[config.mk]
export PLATFORM = sky130hd
export DESIGN_NAME = bcd_modn_cnt_flat
export DESIGN_NICKNAME = d
export VERILOG_FILES = /design/src/rtl/bcd_modn_cnt_if.sv /design/src/rtl/bcd_modn_cnt.sv /design/src/flat_wrapper.sv
export SDC_FILE = /design/constraint.sdc
export NUM_CORES = 1
export LEC_CHECK = 0
export BUFFER_PORTS_ARGS = -buffer_cell sky130_fd_sc_hd__buf_2
export CAP_MARGIN = 0
export CORE_MARGIN = 1
export CORE_UTILIZATION = 53
export DETAILED_ROUTE_END_ITERATION = 16
export PLACE_DENSITY = 0.83
export SYNTH_ARGS = -nofsm -noshare
export SYNTH_HDL_FRONTEND = slang
export SYNTH_SLANG_ARGS = --single-unit
[constraint.sdc]
create_clock -name clk -period 3.1 [get_ports clk]
set_clock_uncertainty 0.1 [all_clocks]
set_input_delay 0.62 -clock clk [delete_from_list [all_inputs] [get_ports clk]]
set_output_delay 0.62 -clock clk [all_outputs]
set_load 0.05 [all_outputs]
[src/rtl/bcd_modn_cnt_if.sv]
// Control and digit bus of one bcd_modn_cnt stage.
// The master drives the count/clear/preset controls; the counter drives the digits and pulses.
interface bcd_modn_cnt_if;
  logic       clr;
  logic       enin;
  logic       dir;
  logic       load;
  logic [3:0] ld_ones;
  logic [3:0] ld_tens;
  logic [3:0] ones;
  logic [3:0] tens;
  logic       enout;
  logic       wrap;
  logic       load_err;

  modport master (
    output clr, enin, dir, load, ld_ones, ld_tens,
    input  ones, tens, enout, wrap, load_err
  );

  modport slave (
    input  clr, enin, dir, load, ld_ones, ld_tens,
    output ones, tens, enout, wrap, load_err
  );
endinterface

[src/rtl/bcd_modn_cnt.sv]
// Two-digit BCD modulo-N counter stage with preset load, wrap pulse and carry chaining.
// Optional count-down direction is enabled by defining BCD_CNT_DOWN_EN.
module bcd_modn_cnt #(
  parameter int MODULO   = 60,
  parameter int INIT_VAL = 0
) (
  input logic             clk,
  input logic             rst,
  bcd_modn_cnt_if.slave   bus
);

  generate
    if (MODULO < 2 || MODULO > 100 || INIT_VAL < 0 || INIT_VAL >= MODULO) begin : g_bad_param
      $error("bcd_modn_cnt: MODULO must be 2..100 and INIT_VAL 0..MODULO-1");
    end
  endgenerate

  localparam logic [6:0] TERM_UP = 7'(MODULO - 1);
  localparam logic [7:0] MOD8    = 8'(MODULO);
  localparam logic [3:0] INIT_T  = 4'(INIT_VAL / 10);
  localparam logic [3:0] INIT_O  = 4'(INIT_VAL % 10);
  localparam logic [3:0] MAX_T   = 4'((MODULO - 1) / 10);
  localparam logic [3:0] MAX_O   = 4'((MODULO - 1) % 10);

  logic [3:0] ones_q, ones_d;
  logic [3:0] tens_q, tens_d;
  logic       wrap_q, wrap_d;
  logic       err_q,  err_d;
  logic [6:0] val;
  logic [7:0] ld_val;
  logic       ld_ok;
  logic       down;
  logic       term_hit;
  logic       enout;

`ifdef BCD_CNT_DOWN_EN
  assign down = bus.dir;
`else
  logic unused_dir;
  assign down       = 1'b0;
  assign unused_dir = bus.dir;
`endif

  // Terminal detection works on the full binary value so moduli like 24 wrap at 23, not at a ones 9.
  assign val      = 7'(tens_q) * 7'd10 + 7'(ones_q);
  assign ld_val   = 8'(bus.ld_tens) * 8'd10 + 8'(bus.ld_ones);
  assign ld_ok    = (bus.ld_ones <= 4'd9) && (bus.ld_tens <= 4'd9) && (ld_val < MOD8);
  assign term_hit = down ? (val == 7'd0) : (val == TERM_UP);
  assign enout    = bus.enin & ~rst & ~bus.clr & ~bus.load & term_hit;

  always_comb begin
    ones_d = ones_q;
    tens_d = tens_q;
    wrap_d = 1'b0;
    err_d  = 1'b0;
    if (bus.clr) begin
      ones_d = INIT_O;
      tens_d = INIT_T;
    end else if (bus.load) begin
      ones_d = ld_ok ? bus.ld_ones : 4'd0;
      tens_d = ld_ok ? bus.ld_tens : 4'd0;
      err_d  = ~ld_ok;
    end else if (bus.enin) begin
      wrap_d = enout;
      if (down) begin
        if (term_hit) begin
          ones_d = MAX_O;
          tens_d = MAX_T;
        end else if (ones_q == 4'd0) begin
          ones_d = 4'd9;
          tens_d = tens_q - 4'd1;
        end else begin
          ones_d = ones_q - 4'd1;
        end
      end else begin
        if (term_hit) begin
          ones_d = 4'd0;
          tens_d = 4'd0;
        end else if (ones_q == 4'd9) begin
          ones_d = 4'd0;
          tens_d = tens_q + 4'd1;
        end else begin
          ones_d = ones_q + 4'd1;
        end
      end
    end
  end

  always_ff @(posedge clk) begin
    if (rst) begin
      ones_q <= INIT_O;
      tens_q <= INIT_T;
      wrap_q <= 1'b0;
      err_q  <= 1'b0;
    end else begin
      ones_q <= ones_d;
      tens_q <= tens_d;
      wrap_q <= wrap_d;
      err_q  <= err_d;
    end
  end

  assign bus.ones     = ones_q;
  assign bus.tens     = tens_q;
  assign bus.enout    = enout;
  assign bus.wrap     = wrap_q;
  assign bus.load_err = err_q;

endmodule

[src/flat_wrapper.sv]
// flat-port wrapper written by rule: the top's interface ports become plain ports
module bcd_modn_cnt_flat 
#(
  parameter int MODULO   = 60,
  parameter int INIT_VAL = 0
)
  (clk, rst, bus_clr, bus_enin, bus_dir, bus_load, bus_ld_ones, bus_ld_tens, bus_ones, bus_tens, bus_enout, bus_wrap, bus_load_err);
  bcd_modn_cnt_if bus_i ();
  input logic clk;
  input logic rst;
  input wire logic [$bits(bus_i.clr)-1:0] bus_clr;
  input wire logic [$bits(bus_i.enin)-1:0] bus_enin;
  input wire logic [$bits(bus_i.dir)-1:0] bus_dir;
  input wire logic [$bits(bus_i.load)-1:0] bus_load;
  input wire logic [$bits(bus_i.ld_ones)-1:0] bus_ld_ones;
  input wire logic [$bits(bus_i.ld_tens)-1:0] bus_ld_tens;
  output wire logic [$bits(bus_i.ones)-1:0] bus_ones;
  output wire logic [$bits(bus_i.tens)-1:0] bus_tens;
  output wire logic [$bits(bus_i.enout)-1:0] bus_enout;
  output wire logic [$bits(bus_i.wrap)-1:0] bus_wrap;
  output wire logic [$bits(bus_i.load_err)-1:0] bus_load_err;
  assign bus_i.clr = bus_clr;
  assign bus_i.enin = bus_enin;
  assign bus_i.dir = bus_dir;
  assign bus_i.load = bus_load;
  assign bus_i.ld_ones = bus_ld_ones;
  assign bus_i.ld_tens = bus_ld_tens;
  assign bus_ones = bus_i.ones;
  assign bus_tens = bus_i.tens;
  assign bus_enout = bus_i.enout;
  assign bus_wrap = bus_i.wrap;
  assign bus_load_err = bus_i.load_err;
  bcd_modn_cnt #(.MODULO(MODULO), .INIT_VAL(INIT_VAL)) u_core (.clk(clk), .rst(rst), .bus(bus_i));
endmodule
==> results.py, run 1 <==
metrics = {
    "critical_path": {
        "r2r_slack_ns": 0.15,
        "criticalPathCategory": "flop to output port",
        "critPathTopFamily": "adder cells",
        "crit_start": "u_core.bus.tens[1]",
        "critical_path_depth": 8,
        "start_kind": "flop",
        "cp_max_fo": 2,
        "reg2reg_to": "u_core.bus.tens[2]",
        "critPathCaptureType": "output port",
        "r2r_start": "u_core.bus.tens[1]",
        "arrival_ns": 2.38,
        "r2r_cells": 14,
        "cpMaxStageDelayCell": "fa_1",
        "path_buf_inv": 1,
        "required_ns": 2.38,
        "crit_end": "bus_enout",
        "worst_path_largest_cell_delay_ns": 0.50,
        "cp_cell_sequence": "ha_4 > ha_2 > fa_1 > and4_4 > nand3_4 > nor3_4 > and3_4 > buf_8",
    },
    "die": {
        "die_area_sq_mm": 0.002224,
        "core_sq_mm": 0.001821,
        "rows": 15,
        "chipWidth_um": 47.16,
        "die_h_um": 47.16,
        "start_util_pct": 59.38,
        "ios": 25,
    },
    "clock_network": {
        "clock_sinks": 10,
        "root_buffer": "clkbuf_4",
        "numCtsBuffers": 3,
        "clkTransAtPathRegs_ns": 0.07,
        "tritoncts": "built",
        "clock_latency_ns": 0.28,
        "cts.hold.buffers_added": 0,
        "cts_buffer_depth": 2,
        "htreeDepth": 1,
    },
    "timing": {
        "finalCritPeriodShare_pct": 99.87,
        "relSlewSlack_pct": 74.79,
        "worst_pin_slew_ns": 0.3757,
        "slew_violations": 0,
        "rsz0062_at_grt": "yes",
        "setup_slack_ns": 0.003971,
        "max_clock_freq_mhz": 323.0,
        "setup_viol": 0,
        "hold_viol_final": 0,
        "period_needed_ns": 3.096,
    },
    "synthesis": {
        "syn-cell-area_sq_mm": 0.001081,
        "async_flop_share_pct": 0,
        "post-synth-top-count-cell": "ha_1",
        "synth_ff_type": "dfxtp_1",
        "synth_cell_types": 35,
        "synth-seq-cells": 10,
        "syn_area_per_cell_sq_um": 8.380,
        "synth_common_cells": "ha_1 (15), dfxtp_1 (10), inv_1 (9), nand2_1 (9)",
        "synth_edf_count": 0,
        "synth_fp_nets": 162,
        "synth_top_area_share_pct": 18.52,
        "synth_cells": 129,
        "synthTopCellsByArea": "dfxtp_1 (19%), ha_1 (17%), fa_1 (7.4%)",
        "yosys_warnings": 0,
        "synth_area_leader_cell": "dfxtp_1",
        "ys_seq_area_share_pct": 18.52,
    },
    "finish": {
        "final_area_sq_mm": 0.001436,
        "syn_to_final_growth_pct": 32.87,
        "antennaDiodeCount": 0,
        "fillCellCount": 137,
        "final_cell_count_no_fill": 195,
        "drive_gt1_share_pct": 34.12,
        "fin_nets": 205,
    },
    "route": {
        "first_pass_iters": 6,
        "ant_nets": 0,
        "wire_per_inst_um": 17.25,
        "first_iter_violations": 54,
        "vias": 1239,
        "drc": 0,
        "wl_mm": 3.364,
        "avgViaCountPerCell": 6.354,
    },
    "flow_run": {
        "cap_violations": 0,
    },
    "global_routing": {
        "grt_max_degree": 20,
        "first_global_vias": 1126,
        "antenna_found_initial": 0,
        "overflow": 0,
        "track_usage_pct": 33.18,
        "grt_pass1_wl_mm": 5.057,
    },
    "min_path": {
        "worstHoldPathType": "primary input to flop",
    },
    "placement": {
        "dp.cells": 182,
        "dp_slack_ns": -0.02150,
        "io_buffers": 23,
        "placed_area_sq_mm": 0.001290,
        "hpwl_mm": 2.293,
        "place.gp.congestion": 0.9081,
    },
    "pwr": {
        "ir_worst_vdd_mv": 0.2889,
        "power.density_mw_per_mm2": 262.7,
        "leakage_nw": 0.6803,
        "power_mw": 0.3773,
    },
    "status": {
        "status": "finished, final reports clean",
    },
}
[placed cells by master, fill, tap and decap left out, types with 2 or more instances in the layout]
cell type and n:
a31oi_1 2, buf_4 18, ha_1 13, a211oi_1 5
clkbuf_4 3, dfxtp_2 2, xnor2_1 4, nand4_1 5
o31ai_1 2, buf_2 22, and3_4 2, o21ai_0 6
a211o_1 2, nor2_1 5, a21oi_1 8, fa_1 4
o22ai_1 2, nand2b_1 4, nand3_1 7, mux2i_1 2
xor2_1 2, dfxtp_1 7, inv_1 9, nand2_1 9
and3_1 3, a22o_1 3
[power breakdown]
part,switching (mW),leakage (nW),total [mW],internal (mW)
clock network,0.0478,0.0138,0.0928,0.0450
logic,0.0902,0.584,0.147,0.0571
registers,0.00477,0.0829,0.137,0.132
total,0.143,0.680,0.377,0.235
[through the flow]
stage	setup TNS [ns]	util, %	hold slack (ns)
2_1_floorplan	0	-	0.6215
3_3_place_gp	0	70.86	0.4772
3_5_place_dp	-0.02910	70.86	0.4708
4_1_cts	-0.03475	77.94	0.4734
5_1_grt	-0.04608	78.90	0.4585
6_report	0	78.90	0.4550
[cell type report]
class	count	area, sq um	area share [%]
multi-input cells	107	882.1	61.41
repair buffers	41	260.3	18.12
flip-flops and latches	10	206.4	14.37
inverters	9	33.78	2.352
well taps	25	31.28	2.178
clock buffers	3	22.52	1.568
[flip-flops by register name (all words and copies together) (netlist names)]
register / cells
u_core.bus.ones: 4
u_core.bus.tens: 4
u_core.bus.load_err: 1
u_core.bus.wrap: 1
[layer usage]
layer	vias up	wire length, um	global-route usage [%]
met5	-	0	0
met4	0	170	13.14
met3	26	319	11.15
met2	78	1635	55.28
met1	571	1238	39.17
li1	564	-	-
[cell families (layout without fill, tap and decap cells)]
kind of cell | Yosys count | after routing | synth area share, %
adders and majority gates | 19 | 19 | 24.77
and+or+nand+nor | 43 | 43 | 21.64
muxes | 2 | 2 | 1.852
AOI/OAI and AO/OA | 37 | 37 | 24.19
xor gates and xnor gates | 6 | 6 | 4.861
DFF | 10 | 10 | 18.52
buffers and inverters | 12 | 53 | 4.166
[worst min path at each step]
stage	startpoint	to	slack (ns)	depth (start not counted)
4_1_cts	bus_ld_ones[0]	u_core.bus.ones[0]	0.47	2
3_3_place_gp	u_core.bus.tens[3]	u_core.bus.tens[3]	0.48	2
6_report	bus_ld_ones[0]	u_core.bus.ones[0]	0.46	2
2_1_floorplan	u_core.bus.tens[0]	u_core.bus.tens[0]	0.62	3
3_5_place_dp	u_core.bus.tens[3]	u_core.bus.tens[3]	0.47	2
5_1_grt	bus_ld_ones[0]	u_core.bus.ones[0]	0.46	2
[timing repair]
item / CTS / global route
pin swaps: 2 / 2
cloned: 0 / 0
endpoints found under the setup margin: 1 / 6
gates resized for setup: 8 / 3
buffers inserted: 9 / 2
Note: power is estimated with default switching activity, not from simulation.
==> run 2, diff against run 1 <==
--- a/config.mk
+++ b/config.mk
@@ -5,12 +5,13 @@
 export SDC_FILE = /design/constraint.sdc
 export NUM_CORES = 1
 export LEC_CHECK = 0
+export ABC_AREA = 1
 export BUFFER_PORTS_ARGS = -buffer_cell sky130_fd_sc_hd__buf_2
 export CAP_MARGIN = 0
 export CORE_MARGIN = 1
-export CORE_UTILIZATION = 53
+export CORE_UTILIZATION = 55
 export DETAILED_ROUTE_END_ITERATION = 16
-export PLACE_DENSITY = 0.83
+export PLACE_DENSITY = 0.84
 export SYNTH_ARGS = -nofsm -noshare
 export SYNTH_HDL_FRONTEND = slang
 export SYNTH_SLANG_ARGS = --single-unit
==> results.py, run 2 <==
metrics = {
    "status": {
        "status": "finished, final reports clean",
    },
    "synthesis": {
        "syn-cell-area_sq_mm": 0.001227,
        "synth_common_cells": "nand2_1 (51), inv_1 (29), ha_1 (15)",
        "synth_fp_nets": 219,
        "synthTopCellsByArea": "dfxtp_1 (16%), nand2_1 (16%), ha_1 (15%)",
        "yosys_warnings": 0,
        "synth_edf_count": 0,
        "synth-seq-cells": 10,
        "async_flop_share_pct": 0,
        "ys_seq_area_share_pct": 16.31,
        "synth_cells": 186,
        "syn_area_per_cell_sq_um": 6.599,
        "synth_area_leader_cell": "dfxtp_1",
        "post-synth-top-count-cell": "nand2_1",
        "synth_cell_types": 26,
        "synth_ff_type": "dfxtp_1",
        "synth_top_area_share_pct": 16.31,
    },
    "placement": {
        "placed_area_sq_mm": 0.001375,
        "place.gp.congestion": 0.9412,
        "hpwl_mm": 2.200,
        "dp.cells": 235,
        "io_buffers": 23,
        "dp_slack_ns": 0.2334,
    },
    "timing": {
        "max_clock_freq_mhz": 331.9,
        "hold_slack_ns": 0.5301,
        "setup_slack_ns": 0.08684,
        "slew_violations": 0,
        "fin_tns_setup_ns": 0,
        "hold_viol_final": 0,
        "finalCritPeriodShare_pct": 97.20,
        "relSlewSlack_pct": 80.33,
        "period_needed_ns": 3.013,
        "setup_viol": 0,
        "worst_pin_slew_ns": 0.2943,
    },
    "min_path": {
        "min_from": "u_core.bus.tens[3]",
        "worstHoldPathType": "flop to flop",
    },
    "finish": {
        "final_cell_mix": "nand2_1 (51), inv_1 (29), buf_2 (22), ha_1 (15), nand3_1 (12)",
        "final_area_sq_mm": 0.001426,
        "fillCellCount": 182,
        "fin_nets": 246,
        "drive_gt1_share_pct": 22.17,
        "antennaDiodeCount": 0,
        "utilization_pct": 70.54,
        "final_common_cell": "nand2_1",
        "syn_to_final_growth_pct": 16.21,
        "final_cell_count_no_fill": 239,
    },
    "critical_path": {
        "criticalPathCategory": "flop to output port",
        "arrival_ns": 2.29,
        "crit_start": "u_core.bus.tens[3]",
        "critPathCaptureType": "output port",
        "start_kind": "flop",
        "cp_max_fo": 6,
        "r2r_start": "u_core.bus.tens[3]",
        "required_ns": 2.38,
    },
    "global_routing": {
        "antenna_found_initial": 0,
        "track_usage_pct": 26.48,
        "first_global_vias": 1221,
        "grt_pass1_wl_mm": 4.995,
        "grt_max_degree": 12,
        "overflow": 0,
    },
    "die": {
        "core_sq_mm": 0.002022,
        "rows": 16,
        "ios": 25,
        "chipWidth_um": 49.24,
        "die_area_sq_mm": 0.002425,
        "die_h_um": 49.24,
        "start_util_pct": 60.71,
    },
    "clock_network": {
        "htreeDepth": 1,
        "cts_buffer_depth": 2,
        "cts.hold.buffers_added": 0,
        "tritoncts": "built",
        "clock_sinks": 10,
        "clkTransAtPathRegs_ns": 0.07,
        "clock_latency_ns": 0.28,
        "numCtsBuffers": 3,
        "cts_setup_buffers": 0,
        "root_buffer": "clkbuf_4",
    },
    "route": {
        "wl_mm": 2.787,
        "first_pass_iters": 4,
        "vias": 1270,
        "wire_per_inst_um": 11.66,
        "avgViaCountPerCell": 5.314,
        "ant_nets": 0,
        "first_iter_violations": 25,
        "drc": 0,
    },
    "pwr": {
        "power.density_mw_per_mm2": 301.6,
        "power_mw": 0.4302,
        "ir_worst_vdd_mv": 0.2584,
        "leakage_nw": 0.7911,
    },
    "flow_run": {
        "cap_violations": 0,
    },
}
## run 2: changes by cell type in the layout (fill, tap and decap cells not counted), moves of 4 or more
cell	previous run	this run
inv_1	9	29
nor2_4	0	4
nand2_1	9	51
buf_4	18	1
a211oi_1	5	0
nand2b_1	4	0
inv_2	0	5
nand3_1	7	12
nand4_1	5	10
nor2_1	5	10
## run 2: kinds of logic after synthesis
logic type | after synthesis | share of synthesized area, %
buffers and inverters | 37 | 12.03
xor gates and xnor gates | 6 | 4.281
and+or+nand+nor | 95 | 36.29
DFF | 10 | 16.31
AOI/OAI and AO/OA | 19 | 9.276
adders and majority gates | 19 | 21.81
## run 2: path summary, 6_finish.rpt
kind / end / slack, ns / cells past startpoint
hold / removal: u_core.bus.tens[3] / 0.53 / 4
hold reg to reg: u_core.bus.tens[3] / 0.53 / 4
setup / recovery: bus_enout / 0.09 / 9
setup reg to reg: u_core.bus.tens[3] / 0.62 / 13
## run 2: layout make-up
type                    count  area [sq um]  area share (%)
inverters                  35         131.4           9.211
clock buffers               4         36.28           2.544
well taps                  27         33.78           2.368
flip-flops and latches     10         201.4           14.12
repair buffers             24         128.9           9.035
multi-input cells         139         894.6           62.72
## run 2: metal layers
metal / GRT usage [%] / share of wire (%) / routed length, um / up-vias
met5: 0 / 0 / 0 / -
met4: 14.22 / 2.2 / 60 / 0
met3: 2.804 / 4.9 / 136 / 7
met2: 44.75 / 49 / 1367 / 39
met1: 32.58 / 44 / 1223 / 577
li1: - / - / - / 647
## run 2: where the power goes
group / switching (mW) / internal (mW) / total [mW]
registers: 0.00691 / 0.133 / 0.140
logic: 0.107 / 0.0553 / 0.162
clock network: 0.0561 / 0.0715 / 0.128
## run 2: critical path, stage by stage (launching register included)
cell	delay, ns
dfxtp_2	0.34
ha_1	0.28
ha_1	0.22
fa_1	0.38
xnor2_1	0.18
nand2_1	0.09
nor2_2	0.15
nand3_4	0.12
nor2_4	0.10
buf_6	0.16
## run 2: what timing repair did
item                       CTS  global route
pin swaps                    0             1
gates resized for setup      1             3
setup endpoints to repair    1             1
==> run 3, diff against run 2 <==
--- a/config.mk
+++ b/config.mk
@@ -12,6 +12,7 @@
 export CORE_UTILIZATION = 55
 export DETAILED_ROUTE_END_ITERATION = 16
 export PLACE_DENSITY = 0.84
+export REMOVE_ABC_BUFFERS = 1
 export SYNTH_ARGS = -nofsm -noshare
 export SYNTH_HDL_FRONTEND = slang
 export SYNTH_SLANG_ARGS = --single-unit
==> results.py, run 3 (same netlist as run 2, synthesis figures left out) <==
metrics = {
    "critical_path": {
        "required_ns": 2.38,
        "arrival_ns": 2.28,
        "criticalPathCategory": "flop to output port",
        "reg2reg_to": "u_core.bus.tens[3]",
        "r2r_slack_ns": 0.57,
        "r2r_cells": 13,
        "start_kind": "flop",
        "critPathCaptureType": "output port",
        "cp_max_fo": 4,
        "r2r_start": "u_core.bus.tens[3]",
    },
    "pwr": {
        "power.density_mw_per_mm2": 298.7,
        "leakage_nw": 0.7936,
        "ir_worst_vdd_mv": 0.2896,
    },
    "flow_run": {
        "cap_violations": 0,
    },
    "timing": {
        "slew_violations": 0,
        "worst_pin_slew_ns": 0.2812,
        "relSlewSlack_pct": 81.21,
        "finalCritPeriodShare_pct": 96.67,
        "rsz0062_at_grt": "no",
        "hold_slack_ns": 0.5381,
        "setup_viol": 0,
        "hold_viol_final": 0,
        "period_needed_ns": 2.997,
        "setup_slack_ns": 0.1031,
        "max_clock_freq_mhz": 333.7,
    },
    "route": {
        "avgViaCountPerCell": 5.142,
        "first_pass_iters": 4,
        "vias": 1234,
        "drc": 0,
        "first_iter_violations": 28,
        "ant_nets": 0,
        "wl_mm": 2.573,
        "wire_per_inst_um": 10.72,
    },
    "die": {
        "die_area_sq_mm": 0.002425,
        "core_sq_mm": 0.002022,
        "start_util_pct": 60.71,
        "chipWidth_um": 49.24,
        "die_h_um": 49.24,
        "rows": 16,
        "ios": 25,
    },
    "finish": {
        "final_common_cell": "nand2_1",
        "fillCellCount": 170,
        "drive_gt1_share_pct": 21.60,
        "antennaDiodeCount": 0,
        "syn_to_final_growth_pct": 15.19,
        "fin_nets": 247,
        "final_cell_mix": "nand2_1 (51), inv_1 (29), buf_2 (22), ha_1 (15), nand3_1 (12)",
        "final_area_sq_mm": 0.001414,
        "utilization_pct": 69.93,
    },
    "min_path": {
        "whs_endpoint": "u_core.bus.ones[0]",
        "min_from": "u_core.bus.ones[0]",
        "worstHoldPathType": "flop to flop",
        "min_path_cells": 2,
    },
    "global_routing": {
        "first_global_vias": 1132,
        "grt_pass1_wl_mm": 4.574,
        "antenna_found_initial": 0,
        "overflow": 0,
        "grt_max_degree": 12,
        "track_usage_pct": 23.57,
    },
    "status": {
        "status": "finished, final reports clean",
    },
    "clock_network": {
        "clkTransAtPathRegs_ns": 0.08,
        "tritoncts": "built",
        "htreeDepth": 1,
        "numCtsBuffers": 3,
        "clock_latency_ns": 0.27,
        "clock_sinks": 10,
        "root_buffer": "clkbuf_4",
        "cts.hold.buffers_added": 0,
        "cts_buffer_depth": 2,
    },
    "placement": {
        "place.gp.congestion": 0.9514,
        "io_buffers": 23,
        "placed_area_sq_mm": 0.001375,
        "hpwl_mm": 2.087,
        "dp_slack_ns": 0.2510,
    },
}
[run 3: final cells by class]
type,instances,area (sq um),share of cell area [%]
Sequential cell,10,200.2,14.16
Clock buffer,4,36.28,2.566
Tap cell,27,33.78,2.389
Timing Repair Buffer,25,132.6,9.380
Multi-Input combinational cell,139,879.6,62.21
Inverter,35,131.4,9.292
[run 3: worst max path at each step]
stage,cells after the start,startpoint,endpoint,slack [ns]
final,8,u_core.bus.tens[3],bus_enout,0.10
after global routing,8,u_core.bus.tens[3],bus_enout,0.03
after CTS,8,u_core.bus.tens[3],bus_enout,0.07
after global placement,12,bus_ld_tens[1],u_core.bus.tens[1],0.30
after detailed placement,14,bus_ld_tens[1],u_core.bus.tens[3],0.25
after floorplan,7,u_core.bus.tens[1],bus_enout,-0.34
[run 3: stage by stage]
stage | instances | power [mW] | setup TNS, ns
floorplan | 184 | 0.2607 | -0.3353
global placement | 236 | 0.2949 | 0
detailed placement | 236 | 0.3015 | 0
CTS | 240 | 0.4230 | 0
global route | 240 | 0.4513 | 0
finish | 240 | 0.4223 | 0
[run 3: report_power, final]
| group | switching [mW] | total, mW | internal, mW |
|---|---|---|---|
| combinational | 0.105 | 0.160 | 0.0549 |
| sequential | 0.00674 | 0.140 | 0.133 |
| clock | 0.0513 | 0.123 | 0.0713 |
[run 3: critical path: stages, from the launching register on]
cell     delay (ns)
dfxtp_1        0.39
ha_1           0.26
ha_1           0.21
fa_1           0.50
nand4_1        0.11
nor2_2         0.13
nand3_2        0.09
nor2_1         0.11
buf_4          0.20
[run 3: routing by layer]
metal	wire [um]	GRT usage [%]	vias up
met4	7	4.902	0
met1	1184	29.00	548
met3	155	5.607	2
met5	0	0	-
met2	1226	41.10	35
li1	-	-	649
[run 3: what timing repair did]
action                                  4_1_cts  5_1_grt
gates resized for setup                       0        2
endpoints found under the hold margin         0        0
endpoints found under the setup margin        0        1
setup buffers                                 0        0
